===== src/rtl/approx_mul_pkg.sv =====
// ---------------------------------------------------------------------------
// approx_mul_pkg
// Shared definitions for the approximate multiplier pipeline:
//   - mul_mode_e    : per-transaction product mode (exact / approximate)
//   - approx_mul_ref: behavioural reference of the lower-part-OR product,
//                     intended for benches and assertion checkers only.
// ---------------------------------------------------------------------------
package approx_mul_pkg;

  typedef enum logic {
    MODE_EXACT  = 1'b0,
    MODE_APPROX = 1'b1
  } mul_mode_e;

  localparam int REF_MAX_W = 32;

  // Column-by-column model: columns at or above k are summed exactly, columns
  // below k (approximate mode only) collapse to the OR of their partial
  // products and never produce a carry.
  function automatic logic [63:0] approx_mul_ref(
    input logic [31:0] a,
    input logic [31:0] b,
    input logic        mode,
    input int          k,
    input int          w
  );
    logic [63:0] hi;
    logic [63:0] lo;
    int          kk;
    hi = 64'd0;
    lo = 64'd0;
    kk = (mode == MODE_APPROX) ? k : 0;
    for (int i = 0; i < REF_MAX_W; i++) begin
      for (int j = 0; j < REF_MAX_W; j++) begin
        if ((i < w) && (j < w) && (a[i] & b[j])) begin
          if ((i + j) >= kk) begin
            hi = hi + (64'd1 << (i + j));
          end else begin
            lo[i+j] = 1'b1;
          end
        end
      end
    end
    return hi | lo;
  endfunction

endpackage


===== src/rtl/approx_col_reduce.sv =====
// ---------------------------------------------------------------------------
// approx_col_reduce
// Combinational partial-product stage of the approximate multiplier.
// Builds the WIDTH shifted partial-product rows, OR-compresses the low
// APPROX_COLS columns when approximate mode is selected, and reduces the
// remaining (exact) columns to a two-row carry-save form.
// Ports:
//   i_a, i_b  : unsigned operands (WIDTH)
//   i_mode    : 0 exact, 1 approximate
//   o_lo      : OR-compressed low columns (0 in exact mode)   (2*WIDTH)
//   o_sum     : carry-save sum row of the exact columns       (2*WIDTH)
//   o_carry   : carry-save carry row of the exact columns     (2*WIDTH)
// ---------------------------------------------------------------------------
module approx_col_reduce
  import approx_mul_pkg::*;
#(
  parameter int WIDTH       = 8,
  parameter int APPROX_COLS = 4
) (
  input  logic [WIDTH-1:0]   i_a,
  input  logic [WIDTH-1:0]   i_b,
  input  logic               i_mode,
  output logic [2*WIDTH-1:0] o_lo,
  output logic [2*WIDTH-1:0] o_sum,
  output logic [2*WIDTH-1:0] o_carry
);

  localparam int PW = 2 * WIDTH;

  // Bit k set for every column that is approximated in approximate mode.
  function automatic logic [PW-1:0] lo_mask();
    logic [PW-1:0] m;
    for (int k = 0; k < PW; k++) begin
      m[k] = (k < APPROX_COLS);
    end
    return m;
  endfunction

  localparam logic [PW-1:0] LO_MASK = lo_mask();

  // 3:2 compressor across whole rows; result packed as {carry, sum}.
  // The carry bit shifted out of the top is dropped: the exact product always
  // fits in PW bits, so the modular sum stays correct.
  function automatic logic [2*PW-1:0] csa(
    input logic [PW-1:0] x,
    input logic [PW-1:0] y,
    input logic [PW-1:0] z
  );
    logic [PW-1:0] s;
    logic [PW-1:0] c;
    s = x ^ y ^ z;
    c = ((x & y) | (x & z) | (y & z)) << 1;
    return {c, s};
  endfunction

  logic [PW-1:0] w_pp_row [WIDTH];
  logic [PW-1:0] w_lo_or;
  logic          w_approx;

  assign w_approx = (i_mode == MODE_APPROX);

  // Partial-product rows (row i = a*b[i] shifted to column i) and their OR.
  always_comb begin
    w_lo_or = {PW{1'b0}};
    for (int i = 0; i < WIDTH; i++) begin
      w_pp_row[i] = {{WIDTH{1'b0}}, (i_a & {WIDTH{i_b[i]}})} << i;
      w_lo_or     = w_lo_or | w_pp_row[i];
    end
  end

  // Low OR columns plus linear carry-save reduction of the exact columns.
  always_comb begin
    logic [PW-1:0]   v_keep;
    logic [PW-1:0]   v_s;
    logic [PW-1:0]   v_c;
    logic [2*PW-1:0] v_cs;
    if (w_approx) begin
      v_keep = ~LO_MASK;
      o_lo   = w_lo_or & LO_MASK;
    end else begin
      v_keep = {PW{1'b1}};
      o_lo   = {PW{1'b0}};
    end
    v_s  = {PW{1'b0}};
    v_c  = {PW{1'b0}};
    v_cs = {(2*PW){1'b0}};
    for (int i = 0; i < WIDTH; i++) begin
      v_cs = csa(v_s, v_c, w_pp_row[i] & v_keep);
      v_s  = v_cs[PW-1:0];
      v_c  = v_cs[2*PW-1:PW];
    end
    o_sum   = v_s;
    o_carry = v_c;
  end

endmodule


===== src/rtl/approx_mul_pipe.sv =====
// ---------------------------------------------------------------------------
// approx_mul_pipe
// Three-stage pipelined unsigned WIDTHxWIDTH multiplier with a per-operation
// exact / lower-part-OR approximate mode and an opaque tag sideband.
//   S1: operand register   S2: partial products + CSA rows   S3: final add
// All stages advance together when the output is empty or being accepted;
// bubbles travel with the pipeline and are not collapsed.
// Ports:
//   clk, rst_n            : clock, asynchronous active-low reset
//   in_valid / in_ready   : operand handshake (in_ready = pipeline advance)
//   in_a, in_b            : operands (WIDTH)
//   in_mode, in_tag       : mode (0 exact, 1 approx), tag (TAG_W)
//   out_valid / out_ready : result handshake
//   out_result            : product (2*WIDTH)
//   out_mode, out_tag     : mode and tag of the result
//   busy                  : any stage holds a valid operation
// ---------------------------------------------------------------------------
module approx_mul_pipe
  import approx_mul_pkg::*;
#(
  parameter int WIDTH       = 8,
  parameter int APPROX_COLS = 4,
  parameter int TAG_W       = 4
) (
  input  logic               clk,
  input  logic               rst_n,
  input  logic               in_valid,
  output logic               in_ready,
  input  logic [WIDTH-1:0]   in_a,
  input  logic [WIDTH-1:0]   in_b,
  input  logic               in_mode,
  input  logic [TAG_W-1:0]   in_tag,
  output logic               out_valid,
  input  logic               out_ready,
  output logic [2*WIDTH-1:0] out_result,
  output logic               out_mode,
  output logic [TAG_W-1:0]   out_tag,
  output logic               busy
);

  localparam int PW = 2 * WIDTH;

  logic             w_en;

  logic             r_s1_valid;
  logic [WIDTH-1:0] r_s1_a;
  logic [WIDTH-1:0] r_s1_b;
  logic             r_s1_mode;
  logic [TAG_W-1:0] r_s1_tag;

  logic [PW-1:0]    w_lo;
  logic [PW-1:0]    w_sum;
  logic [PW-1:0]    w_carry;

  logic             r_s2_valid;
  logic [PW-1:0]    r_s2_lo;
  logic [PW-1:0]    r_s2_sum;
  logic [PW-1:0]    r_s2_carry;
  logic             r_s2_mode;
  logic [TAG_W-1:0] r_s2_tag;

  logic [PW-1:0]    w_final;

  logic             r_out_valid;
  logic [PW-1:0]    r_out_result;
  logic             r_out_mode;
  logic [TAG_W-1:0] r_out_tag;

  // Whole pipeline moves when the output slot is free or being drained.
  assign w_en     = !r_out_valid || out_ready;
  assign in_ready = w_en;

  // Stage 1: capture operands. Payload only loads with a valid op so that
  // undriven operands on idle cycles never enter the datapath.
  always_ff @(posedge clk or negedge rst_n) begin
    if (!rst_n) begin
      r_s1_valid <= 1'b0;
      r_s1_a     <= {WIDTH{1'b0}};
      r_s1_b     <= {WIDTH{1'b0}};
      r_s1_mode  <= 1'b0;
      r_s1_tag   <= {TAG_W{1'b0}};
    end else if (w_en) begin
      r_s1_valid <= in_valid;
      if (in_valid) begin
        r_s1_a    <= in_a;
        r_s1_b    <= in_b;
        r_s1_mode <= in_mode;
        r_s1_tag  <= in_tag;
      end
    end
  end

  approx_col_reduce #(
    .WIDTH       (WIDTH),
    .APPROX_COLS (APPROX_COLS)
  ) u_reduce (
    .i_a     (r_s1_a),
    .i_b     (r_s1_b),
    .i_mode  (r_s1_mode),
    .o_lo    (w_lo),
    .o_sum   (w_sum),
    .o_carry (w_carry)
  );

  // Stage 2: register the OR-compressed low part and the two CSA rows.
  always_ff @(posedge clk or negedge rst_n) begin
    if (!rst_n) begin
      r_s2_valid <= 1'b0;
      r_s2_lo    <= {PW{1'b0}};
      r_s2_sum   <= {PW{1'b0}};
      r_s2_carry <= {PW{1'b0}};
      r_s2_mode  <= 1'b0;
      r_s2_tag   <= {TAG_W{1'b0}};
    end else if (w_en) begin
      r_s2_valid <= r_s1_valid;
      if (r_s1_valid) begin
        r_s2_lo    <= w_lo;
        r_s2_sum   <= w_sum;
        r_s2_carry <= w_carry;
        r_s2_mode  <= r_s1_mode;
        r_s2_tag   <= r_s1_tag;
      end
    end
  end

  // Exact columns never reach the low region in approx mode, so a plain OR
  // merges the two parts without interaction.
  assign w_final = (r_s2_sum + r_s2_carry) | r_s2_lo;

  // Stage 3: output register; holds while a result waits to be accepted.
  always_ff @(posedge clk or negedge rst_n) begin
    if (!rst_n) begin
      r_out_valid  <= 1'b0;
      r_out_result <= {PW{1'b0}};
      r_out_mode   <= 1'b0;
      r_out_tag    <= {TAG_W{1'b0}};
    end else if (w_en) begin
      r_out_valid <= r_s2_valid;
      if (r_s2_valid) begin
        r_out_result <= w_final;
        r_out_mode   <= r_s2_mode;
        r_out_tag    <= r_s2_tag;
      end
    end
  end

  assign out_valid  = r_out_valid;
  assign out_result = r_out_result;
  assign out_mode   = r_out_mode;
  assign out_tag    = r_out_tag;
  assign busy       = r_s1_valid || r_s2_valid || r_out_valid;

endmodule

===== config.mk =====
export PLATFORM = sky130hd
export DESIGN_NAME = approx_mul_pipe
export DESIGN_NICKNAME = d
export VERILOG_FILES = /design/src/rtl/approx_mul_pkg.sv /design/src/rtl/approx_col_reduce.sv /design/src/rtl/approx_mul_pipe.sv
export SDC_FILE = /design/constraint.sdc
export NUM_CORES = 1
export LEC_CHECK = 0
export ABC_AREA = 1
export CORE_MARGIN = 10
export CORE_UTILIZATION = 55
export DETAILED_ROUTE_END_ITERATION = 8
export PLACE_DENSITY = 0.81
export SYNTH_ARGS = -nofsm -noshare
export SYNTH_HDL_FRONTEND = slang
export SYNTH_SLANG_ARGS = --single-unit

===== constraint.sdc =====
create_clock -name clk -period 8.2 [get_ports clk]
set_input_delay 1.64 -clock clk [delete_from_list [all_inputs] [get_ports clk]]
set_output_delay 1.64 -clock clk [all_outputs]
set_load 0.005 [all_outputs]

# == Yosys cells after proc, flatten, opt, wreduce, memory -nomap -nowiden ==
# Cells that the tools add are included.
# op_classes
bitwise_logic,68
reduce_logical,7
muxes,2
n_addsub,1
# ops
cell,count
$and A15 B15 Y15,19
$xor A16 B16 Y16,13
$or A15 B15 Y15,12
$and A8 B8 Y8,8
$add A16 B16 Y16,1
$and A10 B16 Y16,1
$and A11 B16 Y16,1
$and A12 B16 Y16,1
$and A13 B16 Y16,1
$and A14 B16 Y16,1
$and A15 B16 Y16,1
$and A8 B16 Y16,1
$and A9 B16 Y16,1
$or A16 B16 Y16,1
$or A4 B1 Y4 const B,4
$or A4 B4 Y4,3
$mux W4,2
$reduce_and A2 Y1,3
$logic_or A1 B1 Y1,3
$logic_not A1 Y1,1
# word_totals
output_inout_bits,24
register_bits,97
elab_cells,93

# == Depth between registers and ports, before layout ==
# Gate-level depths: netlist of the first run.
# depth
depth_word,21
ltp_mapped,16
depth_no_buf,15

# == Hierarchy ==
# From an unflattened synthesis of the first run, not the netlist that was laid out.
# unflattened
hier_cells,712
area_unflattened_um2,6508.7
# modules_own_cells
mod,area_each_um2,cells_each,n_inst
approx_mul_pipe,4694.5,479,1
approx_col_reduce,1814.2,233,1

# == Worst setup path after synthesis of the first run ==
# Ideal clock, no wire load.
# synth_path
kind,register -> register
start,register r_s1_a[5]
end,register r_s2_sum[7]
setup_time_ps,116
slack_ps,4281
stages_incl_launch_ff,17
synth_period_minus_slack_ps,3919
arrival_ps,3802
cell_sequence,dfrtp_1 buf_2 nand2_1 inv_1 ha_1 inv_1 fa_1 inv_1 fa_1 fa_1 inv_1 fa_1 fa_1 inv_1 fa_1 nand2_1 nand2_1
# synth_via
elab_chain_cells,17
word_cells_on_any_way,45
classes_between,bitwise (45)
# synth_lines
item,line,text
"start, declared",approx_mul_pipe.sv:46,logic [WIDTH-1:0] r_s1_a;
"start signal, assigned",approx_mul_pipe.sv:78,r_s1_a <= {WIDTH{1'b0}};
"start signal, assigned",approx_mul_pipe.sv:85,r_s1_a <= in_a;
$and A8 B8 Y8,approx_col_reduce.sv:66,"w_pp_row[i] = {{WIDTH{1'b0}}, (i_a & {WIDTH{i_b[i]}})} << i;"
$and A8 B16 Y16,approx_col_reduce.sv:88,"v_cs = csa(v_s, v_c, w_pp_row[i] & v_keep);"
$xor A16 B16 Y16,approx_col_reduce.sv:51,s = x ^ y ^ z;
$and A15 B15 Y15 / $xor A16 B16 Y16 (equally long branches),"approx_col_reduce.sv:52, approx_col_reduce.sv:51",
$or A15 B15 Y15 / $xor A16 B16 Y16 (equally long branches),"approx_col_reduce.sv:52, approx_col_reduce.sv:51",
"$or A15 B15 Y15, or another cell as far along",approx_col_reduce.sv:52,c = ((x & y) | (x & z) | (y & z)) << 1;
"$and A15 B15 Y15, or another cell as far along",approx_col_reduce.sv:52,
"$or A15 B15 Y15, or another cell as far along (2 in a row)",approx_col_reduce.sv:52,
"$xor A16 B16 Y16, or another cell as far along (2 in a row)",approx_col_reduce.sv:51,
$xor A16 B16 Y16 / $or A15 B15 Y15 (equally long branches),"approx_col_reduce.sv:51, approx_col_reduce.sv:52",
"$xor A16 B16 Y16, or another cell as far along",approx_col_reduce.sv:51,
$xor A16 B16 Y16 / $or A15 B15 Y15 (equally long branches) (2 in a row),"approx_col_reduce.sv:51, approx_col_reduce.sv:52",
$xor A16 B16 Y16 * (2 in a row),approx_col_reduce.sv:51,
via u_reduce.o_sum[7],approx_col_reduce.sv:24,"output logic [2*WIDTH-1:0] o_sum,"
"end signal, assigned",approx_mul_pipe.sv:110,r_s2_sum <= {PW{1'b0}};
"end signal, assigned",approx_mul_pipe.sv:118,r_s2_sum <= w_sum;
"end, declared",approx_mul_pipe.sv:57,logic [PW-1:0] r_s2_sum;
# Mark *: on every way through the listed nets, which the timed path passes. The rest lies on a longest branch.
# A chain may end at the register's enable or synchronous reset.

# == Worst setup path after layout of the first run ==
# layout_path
start,input port out_ready
end,output port in_ready
# layout_via
elab_chain_cells,1
# layout_lines
item,line,text
"start, declared",approx_mul_pipe.sv:34,"input logic out_ready,"
$logic_or A1 B1 Y1,approx_mul_pipe.sv:70,assign w_en = !r_out_valid || out_ready;
"end, declared",approx_mul_pipe.sv:28,"output logic in_ready,"
# No other way between the ends.

==> results of run 1 <==
worst reg2reg max path, delay by kind of cell, from the launching register on:
family | cells | cell delay [ns]
and+or+nand+nor | 3 | 0.25
buffers and inverters | 5 | 0.25
DFF | 1 | 0.50
adders and majority gates | 7 | 3.06
metrics by stage:
stage,power (mW),cell area (um^2),setup slack [ns],hold WS (ns),instances
after floorplan,1.31,4810,4.28,0.437,554
after global placement,1.53,5210,3.50,0.450,678
after detailed placement,1.57,5210,3.46,0.455,678
after CTS,1.91,5430,3.45,0.475,693
after global routing,2.10,5430,3.39,0.505,693
final,1.89,5430,3.47,0.472,693
Yosys cell counts (all sizes together):
| master | instances | area, um^2 |
|---|---|---|
| or2 | 1 | 6.26 |
| a21oi | 11 | 55.1 |
| o22ai | 1 | 6.26 |
| nand2 | 209 | 803 |
| nor2 | 18 | 90.1 |
| a31oi | 1 | 6.26 |
| fa | 43 | 861 |
| o21bai | 1 | 7.51 |
| dfrtp | 76 | 1900 |
| nand3 | 33 | 170 |
| o31ai | 1 | 7.51 |
| inv | 80 | 305 |
| xor2 | 1 | 8.76 |
| ha | 14 | 175 |
| buf | 32 | 218 |
| o21ai | 29 | 171 |
| nor3 | 2 | 10.0 |
| nand3b | 1 | 7.51 |
layer usage:
metal  GRT usage (%)  vias to the layer above
met3            5.62                       13
met1            18.9                     1738
met5               0                        -
met2            25.1                       80
li1                -                     1723
met4            5.41                        0
cell families (layout without fill, tap and decap cells):
family                   after synthesis  count (layout)  share of synthesized area (%)
XOR/XNOR                               1               1                          0.182
adder cells (fa/ha/maj)               57              57                           21.5
AO/OA/AOI/OAI                         44              44                           5.28
AND/OR/NAND/NOR                      264             264                           22.6
buffers and inverters                112             143                           10.9
flip-flops                            76              76                           39.5
area by class of cell:
type	instances	share of cell area (%)
inverter	80	5.62
clock buffer	12	2.86
sequential	76	35.0
tap	108	2.49
clock inverter	3	1.27
timing repair buffer	48	8.80
multi-input combinational	366	43.9
power by group through the flow:
stage          combinational (mW)  sequential (mW)  clock [mW]
6_report                    0.942            0.624       0.326
5_1_grt                      1.10            0.647       0.347
4_1_cts                     0.955            0.624       0.330
3_5_place_dp                0.944            0.630           0
3_3_place_gp                0.908            0.622           0
2_1_floorplan               0.741            0.573           0
worst paths after layout:
path                       cells past startpoint  slack, ns                     from                          to
max in group asynchronous                      1       6.17                    rst_n     r_s2_sum[3]$_DFFE_PN0P_
min in group asynchronous                      1       1.41                    rst_n  out_result[13]$_DFFE_PN0P_
hold / removal                                 2       0.47  r_s2_sum[1]$_DFFE_PN0P_     r_s2_sum[1]$_DFFE_PN0P_
setup reg to reg                              15       4.10    r_s1_b[0]$_DFFE_PN0P_     r_s2_sum[7]$_DFFE_PN0P_
hold reg to reg                                2       0.47  r_s2_sum[1]$_DFFE_PN0P_     r_s2_sum[1]$_DFFE_PN0P_
setup / recovery                               4       3.47                out_ready                    in_ready
sequential cells by signal (all words and copies together) (netlist names):
| name | cells |
|---|---|
| out_result | 16 |
| r_s2_sum | 15 |
| r_s1_a | 8 |
| r_s1_b | 8 |
| r_s2_carry | 7 |
| out_tag | 4 |
| r_s1_tag | 4 |
| r_s2_lo | 4 |
| r_s2_tag | 4 |
| out_mode | 1 |
| out_valid | 1 |
| r_s1_mode | 1 |
| r_s1_valid | 1 |
| r_s2_mode | 1 |
| r_s2_valid | 1 |
==> results.cfg, run 1 <==
[timing]
tns_ns = 0
setup_viol = 0
fin_crit_sh_pct = 57.7
clock_skew_ns = 0.00480
timing.fmax_ghz = 0.212
rsz0062_at_grt = false
hold_viol = 0
relSlewSlack_pct = 37.3
tightest_slew_ns = 0.940
period_needed_ns = 4.73
maxSlewViolCount = 0

[outcome]
status = finished clean

[global_routing]
grt_overflow_total = 0
grt_max_degree = 77
grt_pass1_vias = 3692
antenna_found_initial = 0
groute.usage.overall_pct = 15.6
grt_pass1_wl_mm = 16.6

[power_and_ir_drop]
p_clk_share_pct = 17.2
seqPwrFrac_pct = 33.0
internal_power_mw = 1.11
power_frac_comb_pct = 49.8
p_sw_mw = 0.778
p_leak_nw = 2.79
peakVddDrop_mv = 0.152
swShare_pct = 41.1
powerDensity_nw_per_um2 = 348

[critical_path]
critical_path_class = primary input to primary output
worst-path-buf-inv = 3
cp-start-kind = primary input
critPathArrivalTime_ns = 3.09
cp-end-kind = primary output
crit_path_frequent_cell = clkdlybuf4s50_1
crit_path_max_fanout = 21
crit_chain = clkdlybuf4s50_1, nor2_4, inv_2, clkdlybuf4s50_1
cp_top_family = buffers and inverters
critPathSlowestCell = clkdlybuf4s50_1
slowest_delay_ns = 0.58
worstPathRequired_ns = 6.56

[synth]
synth_cell_types = 28
yosysWarnings = 0
synthCells = 554
ys_ff_latch = 76
synth.avg_cell_area_um2 = 8.68
ys_seq_area_share_pct = 39.5
synth_area_um2 = 4810
synth_nets = 636

[cts]
clkSinkCount = 76
clockRootBuffer = clkbuf_8
cts_tree = built
clk_latency_ns = 0.35
hold_buffers = 0
clk_pin_slew_worst_paths_ns = 0.07
cts_made_buffers = 9
cts.path.max_buffers = 2
cts_max_level = 3
cts_setup_buffers = 0
cts.repair.resized = 0

[layout]
utilization_pct = 62.9
final_cell_mix = 207 x nand2_1, 76 x inv_1, 76 x dfrtp_1, 47 x clkdlybuf4s50_1, 43 x fa_1
ff_latch_area_um2 = 1900
finish.net_count = 663
syn2layout_area_growth_pct = 12.9
final_common_cell = nand2_1
num_antenna_cells = 0
layout-drive-gt1-share_pct = 5.47
multiInputGateArea_um2 = 2390
nFillCells = 722

[floorplan]
start_util_pct = 55.7
coreArea_um2 = 8640
die_w_um = 114
pin_count = 49
fp.dieH_um = 114
rows = 34
dieArea_um2 = 12900

[placement]
post-dp-hpwl_mm = 7.01
port_buffers = 48
globalplace.congestion = 0.899

[drt]
wl_met2_mm = 4.57
drtIter0Drc = 191
first_pass_iters = 4
antenna_left = 0
viasPerCell = 5.13
route.detailed.drc = 0
routed_wl_mm = 9.40
dr_wl_met3_um = 602
vias = 3554
wl_met1_mm = 4.07
wl_per_cell_um = 13.6
routed.top_layer = met4

[run]
cap_viol_max_count = 0

[hold_path]
hold_path_class = flip-flop to flip-flop
(Power assumes the default switching activity.)
==> run 2, diff against run 1 <==
--- a/config.mk
+++ b/config.mk
@@ -7,9 +7,9 @@
 export LEC_CHECK = 0
 export ABC_AREA = 1
 export CORE_MARGIN = 10
-export CORE_UTILIZATION = 55
+export CORE_UTILIZATION = 52
 export DETAILED_ROUTE_END_ITERATION = 8
-export PLACE_DENSITY = 0.81
+export PLACE_DENSITY = 0.8
 export SYNTH_ARGS = -nofsm -noshare
 export SYNTH_HDL_FRONTEND = slang
 export SYNTH_SLANG_ARGS = --single-unit
==> constraint.sdc (replaced) <==
create_clock -name clk -period 3.9 [get_ports clk]
set_input_delay 0.78 -clock clk [delete_from_list [all_inputs] [get_ports clk]]
set_output_delay 0.78 -clock clk [all_outputs]
set_load 0.005 [all_outputs]
==> results.cfg, run 2 (synthesis gave the netlist of run 1 again) <==
[global_routing]
grt_overflow_total = 0
use_met2_pct = 24.5
grt_pass1_vias = 3640
antenna_found_initial = 0
groute.usage.overall_pct = 15.0
grt_max_degree = 77
grt-busiest-layer = met2
use_met3_pct = 3.24
gr-usage-met1_pct = 19.0
grt_pass1_wl_mm = 16.4

[power_and_ir_drop]
powerDensity_nw_per_um2 = 716
peakVddDrop_mv = 0.375
p_leak_nw = 2.84

[hold_path]
min_to = r_s2_sum[1]$_DFFE_PN0P_
worstHoldPathCells = 2
hold_path_class = flip-flop to flip-flop
worstHoldStart = r_s2_sum[1]$_DFFE_PN0P_

[critical_path]
crit_path_frequent_cell = fa_1
cp-start-kind = flip-flop
critical_path_class = flip-flop to flip-flop
crit_chain = nand2_1, inv_1, ha_1, inv_2, fa_1, fa_1, fa_1, fa_2, fa_1, inv_1, fa_1, nand2_1, nand2_1
r2r_cells = 13
cp_top_family = adder cells
crit_path_max_fanout = 6
ff2ff_setup_slack_ns = -0.02
worstPathRequired_ns = 4.20
worst-path-buf-inv = 3
r2r-end = r_s2_sum[8]$_DFFE_PN0P_
cp-end-kind = flip-flop
critPathArrivalTime_ns = 4.22
crit_start = r_s1_b[1]$_DFFE_PN0P_
critPathSlowestCell = fa_1
reg2reg_from = r_s1_b[1]$_DFFE_PN0P_
slowest_delay_ns = 0.55

[cts]
cts_tree = built
cts_max_level = 3
cts_made_buffers = 9
clk_pin_slew_worst_paths_ns = 0.09
clk_latency_ns = 0.36
clockRootBuffer = clkbuf_8
clkSinkCount = 76
hold_buffers = 0
cts.path.max_buffers = 2

[layout]
multiInputGateArea_um2 = 2400
final_common_cell = nand2_1
final_cell_mix = 207 x nand2_1, 75 x dfrtp_1, 74 x inv_1, 47 x clkdlybuf4s50_1, 38 x fa_1
syn2layout_area_growth_pct = 14.9
num_antenna_cells = 0
nFillCells = 795
layout-drive-gt1-share_pct = 9.18
utilization_pct = 60.7
largest_reg_flops = 16
fin_area_um2 = 5530
finish.net_count = 676
ff_latch_area_um2 = 1900

[outcome]
status = finished, violations left
violations = setup timing

[timing]
clock_skew_ns = 0.0146
hold_viol = 0
finalWorstSetupSlack_ns = -0.0215
timing.fmax_ghz = 0.255
setup_viol = 2
tightest_slew_ns = 0.942
relSlewSlack_pct = 37.2
rsz0062_at_grt = true
tns_ns = -0.0388
fin_crit_sh_pct = 101
maxSlewViolCount = 0
holdWs_ns = 0.473
period_needed_ns = 3.92

[floorplan]
coreArea_um2 = 9110
dieArea_um2 = 13500
fp.dieH_um = 116
die_w_um = 116
pin_count = 49
start_util_pct = 52.8
rows = 35

[placement]
globalplace.congestion = 0.915
place_area_um2 = 5300
port_buffers = 48
post-dp-hpwl_mm = 7.24

[drt]
antenna_left = 0
viasPerCell = 5.07
wl_per_cell_um = 13.4
drtIter0Drc = 200
routed_wl_mm = 9.53
route.detailed.drc = 0
first_pass_iters = 5
vias = 3598

[run]
cap_viol_max_count = 0
run 2: stage by stage:
step / setup slack, ns / power (mW) / instances
6_report: -0.0215 / 3.96 / 710
5_1_grt: -0.199 / 4.39 / 710
4_1_cts: -0.0254 / 3.98 / 710
2_1_floorplan: 0.0291 / 2.77 / 554
3_5_place_dp: -0.0725 / 3.34 / 692
3_3_place_gp: 0.0121 / 3.24 / 692
run 2: per-layer routing:
layer	vias to the layer above	routed length, um
met3	19	614
li1	1739	-
met1	1732	4250
met4	0	204
met2	108	4460
met5	-	0
run 2: power breakdown:
part           total [mW]  internal (mW)  switching [mW]
sequential           1.27           1.08           0.196
clock               0.623          0.305           0.318
combinational        2.06          0.912            1.15
run 2: timing repair:
item / 4_1_cts / 5_1_grt
setup buffers: 2 / 0
endpoints found under the setup margin: 5 / 8
pin swaps: 1 / 0
gates resized for setup: 3 / 4
run 2: how the worst max path moves through the flow:
stage / end / slack (ns) / depth (start not counted)
CTS: r_s2_sum[7]$_DFFE_PN0P_ / -0.03 / 15
detailed placement: r_s2_sum[7]$_DFFE_PN0P_ / -0.07 / 15
global placement: r_s2_sum[7]$_DFFE_PN0P_ / 0.01 / 15
global route: r_s2_sum[7]$_DFFE_PN0P_ / -0.20 / 16
finish: r_s2_sum[8]$_DFFE_PN0P_ / -0.02 / 13
floorplan: r_s2_sum[7]$_DFFE_PN0P_ / 0.03 / 16
run 2: final cells by class:
class | instances | share of cell area [%]
multi-input cells | 366 | 43.4
flip-flops and latches | 76 | 34.4
well taps | 111 | 2.51
repair buffers | 61 | 10.4
clock buffers | 9 | 2.24
inverters | 80 | 5.52
clock inverters | 7 | 1.49
run 2: worst reg2reg max path: cells and delay by family, from the launching register on:
| family | cells | cell delay (ns) |
|---|---|---|
| adder cells (fa/ha/maj) | 7 | 3.06 |
| flip-flops | 1 | 0.45 |
| AND/OR/NAND/NOR | 3 | 0.21 |
| buffers and inverters | 3 | 0.15 |
==> variant, RTL diff (flow settings as in run 2) <==
The parameter `TAG_W` goes from 4 to 6.
--- a/src/rtl/approx_mul_pipe.sv
+++ b/src/rtl/approx_mul_pipe.sv
@@ -20,7 +20,7 @@
 #(
   parameter int WIDTH       = 8,
   parameter int APPROX_COLS = 4,
-  parameter int TAG_W       = 4
+  parameter int TAG_W       = 6
 ) (
   input  logic               clk,
   input  logic               rst_n,
Ports: changed (resized in_tag and out_tag); port bits go from 49 to 53. No check against the original RTL was run, so the function may have changed too.
==> variant against run 2 <==
- cell area rose by 4.2%
- setup slack got worse by 0.024 ns
- global-route usage rose by 0.38 points
- sequential share of layout area rose by 1.2 points
- power rose by 3.4%
- die area rose by 1.8%
- critical path type unchanged
- critical endpoint is now r_s2_sum[7]$_DFFE_PN0P_
- synthesized area rose by 2.2%
- routed wire length rose by 3.1%
- sequential cell count rose by 6
- non-clock buffer count rose by 4
- utilization rose by 1.6 points
- clock skew fell by 0.00090 ns
- the flow still finishes with violations (setup timing)
- cell count rose by 6.2%
==> variant: results (changes against run 2) <==
----------------------------------------------------
[Setup path]
  Arrival time worst endpoint ... 4.19 ns (-0.03 ns)
  Worst-path fanout max ... 7 (+1)
  Highest cell delay on the worst timing path ... 0.50 ns (-0.05 ns)
  Worst Reg-to-Reg Cells ... 15 (+2)

[Timing]
  Final setup fails ... 2 (unchanged)
  Setup slack after layout ... -0.04559 ns (-0.02409 ns)

[Yosys]
  Synthesized netlist net count ... 662 (+4.1%)
  XOR/XNOR Fraction of Synth Area ... 0.001781 (-0.00003983)
  Post-synthesis adder-cell area fraction ... 0.2106 (-0.004711)
  Yosys cell types ... 25 (-11%)
  Fraction of the yosys area taken by sequential cells ... 0.4172 (+0.02188)
  Most area-consuming cells after synthesis ... sky130_fd_sc_hd__dfrtp_1 42%, sky130_fd_sc_hd__fa_1 18%, sky130_fd_sc_hd__nand2_1 16%
  Top cells by instance count after synthesis ... 216 x sky130_fd_sc_hd__nand2_1, 82 x sky130_fd_sc_hd__dfrtp_1, 78 x sky130_fd_sc_hd__inv_1, 43 x sky130_fd_sc_hd__fa_1, 35 x sky130_fd_sc_hd__nand3_1
  Complex-gate fraction of the synthesized area ... 0.05037 (-0.002427)

[Finish]
  Number of nets in the final layout ... 704 (+4.1%)

[GRT]
  Met2 layer usage reported by global route ... 0.2515 (+0.006145)
  Global-route wire length before repair ... 17010 um (+3.4%)
  Met3 track demand over resource ... 0.02905 (-0.003305)
  Vias in the first global route ... 3681 (+1.1%)
  Maximum number of pins on one net before global-route repair ... 83 (+7.8%)
  Global-route usage over all layers ... 0.1541 (+0.003809)

[Place]
  Hpwl dp ... 7543 um (+4.1%)
  Number of buffers inserted by port buffering ... 52 (+8.3%)

[Clock tree]
  CTS resizes ... 1 (-2)

[Outcome]
  Failing checks ... setup timing
  Status ... finished, violations left

[Power]
  Share of power burned in registers ... 0.335 (+0.013)

----------------------------------------------------
==> variant: final cells by class <==
class | count | area [um^2]
clock buffers | 10 | 137.6
clock inverters | 6 | 72.57
fillers | 793 | 3481
inverters | 82 | 307.8
multi-input cells | 380 | 2411
flip-flops and latches | 82 | 2053
well taps | 129 | 161.4
repair buffers | 65 | 615.6
==> variant: path summary, 6_finish.rpt <==
path	from	end	slack, ns
worst max register to register	r_s1_b[1]$_DFFE_PN0P_	r_s2_sum[7]$_DFFE_PN0P_	-0.05
worst min register to register	out_result[3]$_DFFE_PN0P_	out_result[3]$_DFFE_PN0P_	0.47
min in group asynchronous	rst_n	r_s1_tag[2]$_DFFE_PN0P_	0.57
worst max-delay path	r_s1_b[1]$_DFFE_PN0P_	r_s2_sum[7]$_DFFE_PN0P_	-0.05
max in group asynchronous	rst_n	r_s1_b[1]$_DFFE_PN0P_	2.58
worst min-delay path	out_result[3]$_DFFE_PN0P_	out_result[3]$_DFFE_PN0P_	0.47
==> variant: cell families after synthesis <==
group           after synthesis
xor+xnor                      1
simple gates                274
flops                        82
fa+ha+maj                    57
buf+inv                     116
compound gates               48
==> variant: stage by stage <==
step / power [uW] / std cells / worst slack (ns) / cell area [um^2] / TNS (ns)
after global routing: 4540 / 754 / -0.1708 / 5759 / -0.7120
after CTS: 4146 / 754 / -0.06832 / 5751 / -0.07635
after global placement: 3361 / 738 / 0.03743 / 5538 / 0
after detailed placement: 3463 / 738 / -0.05257 / 5538 / -0.05257
after floorplan: 2806 / 578 / 0.005287 / 4928 / 0
final: 4095 / 754 / -0.04559 / 5759 / -0.04773
==> variant: routing by layer <==
layer / wire [um] / vias up
met2: 4775 / 71
met3: 528 / 8
met4: 132 / 0
met1: 4389 / 1825
li1: - / 1818
met5: 0 / -
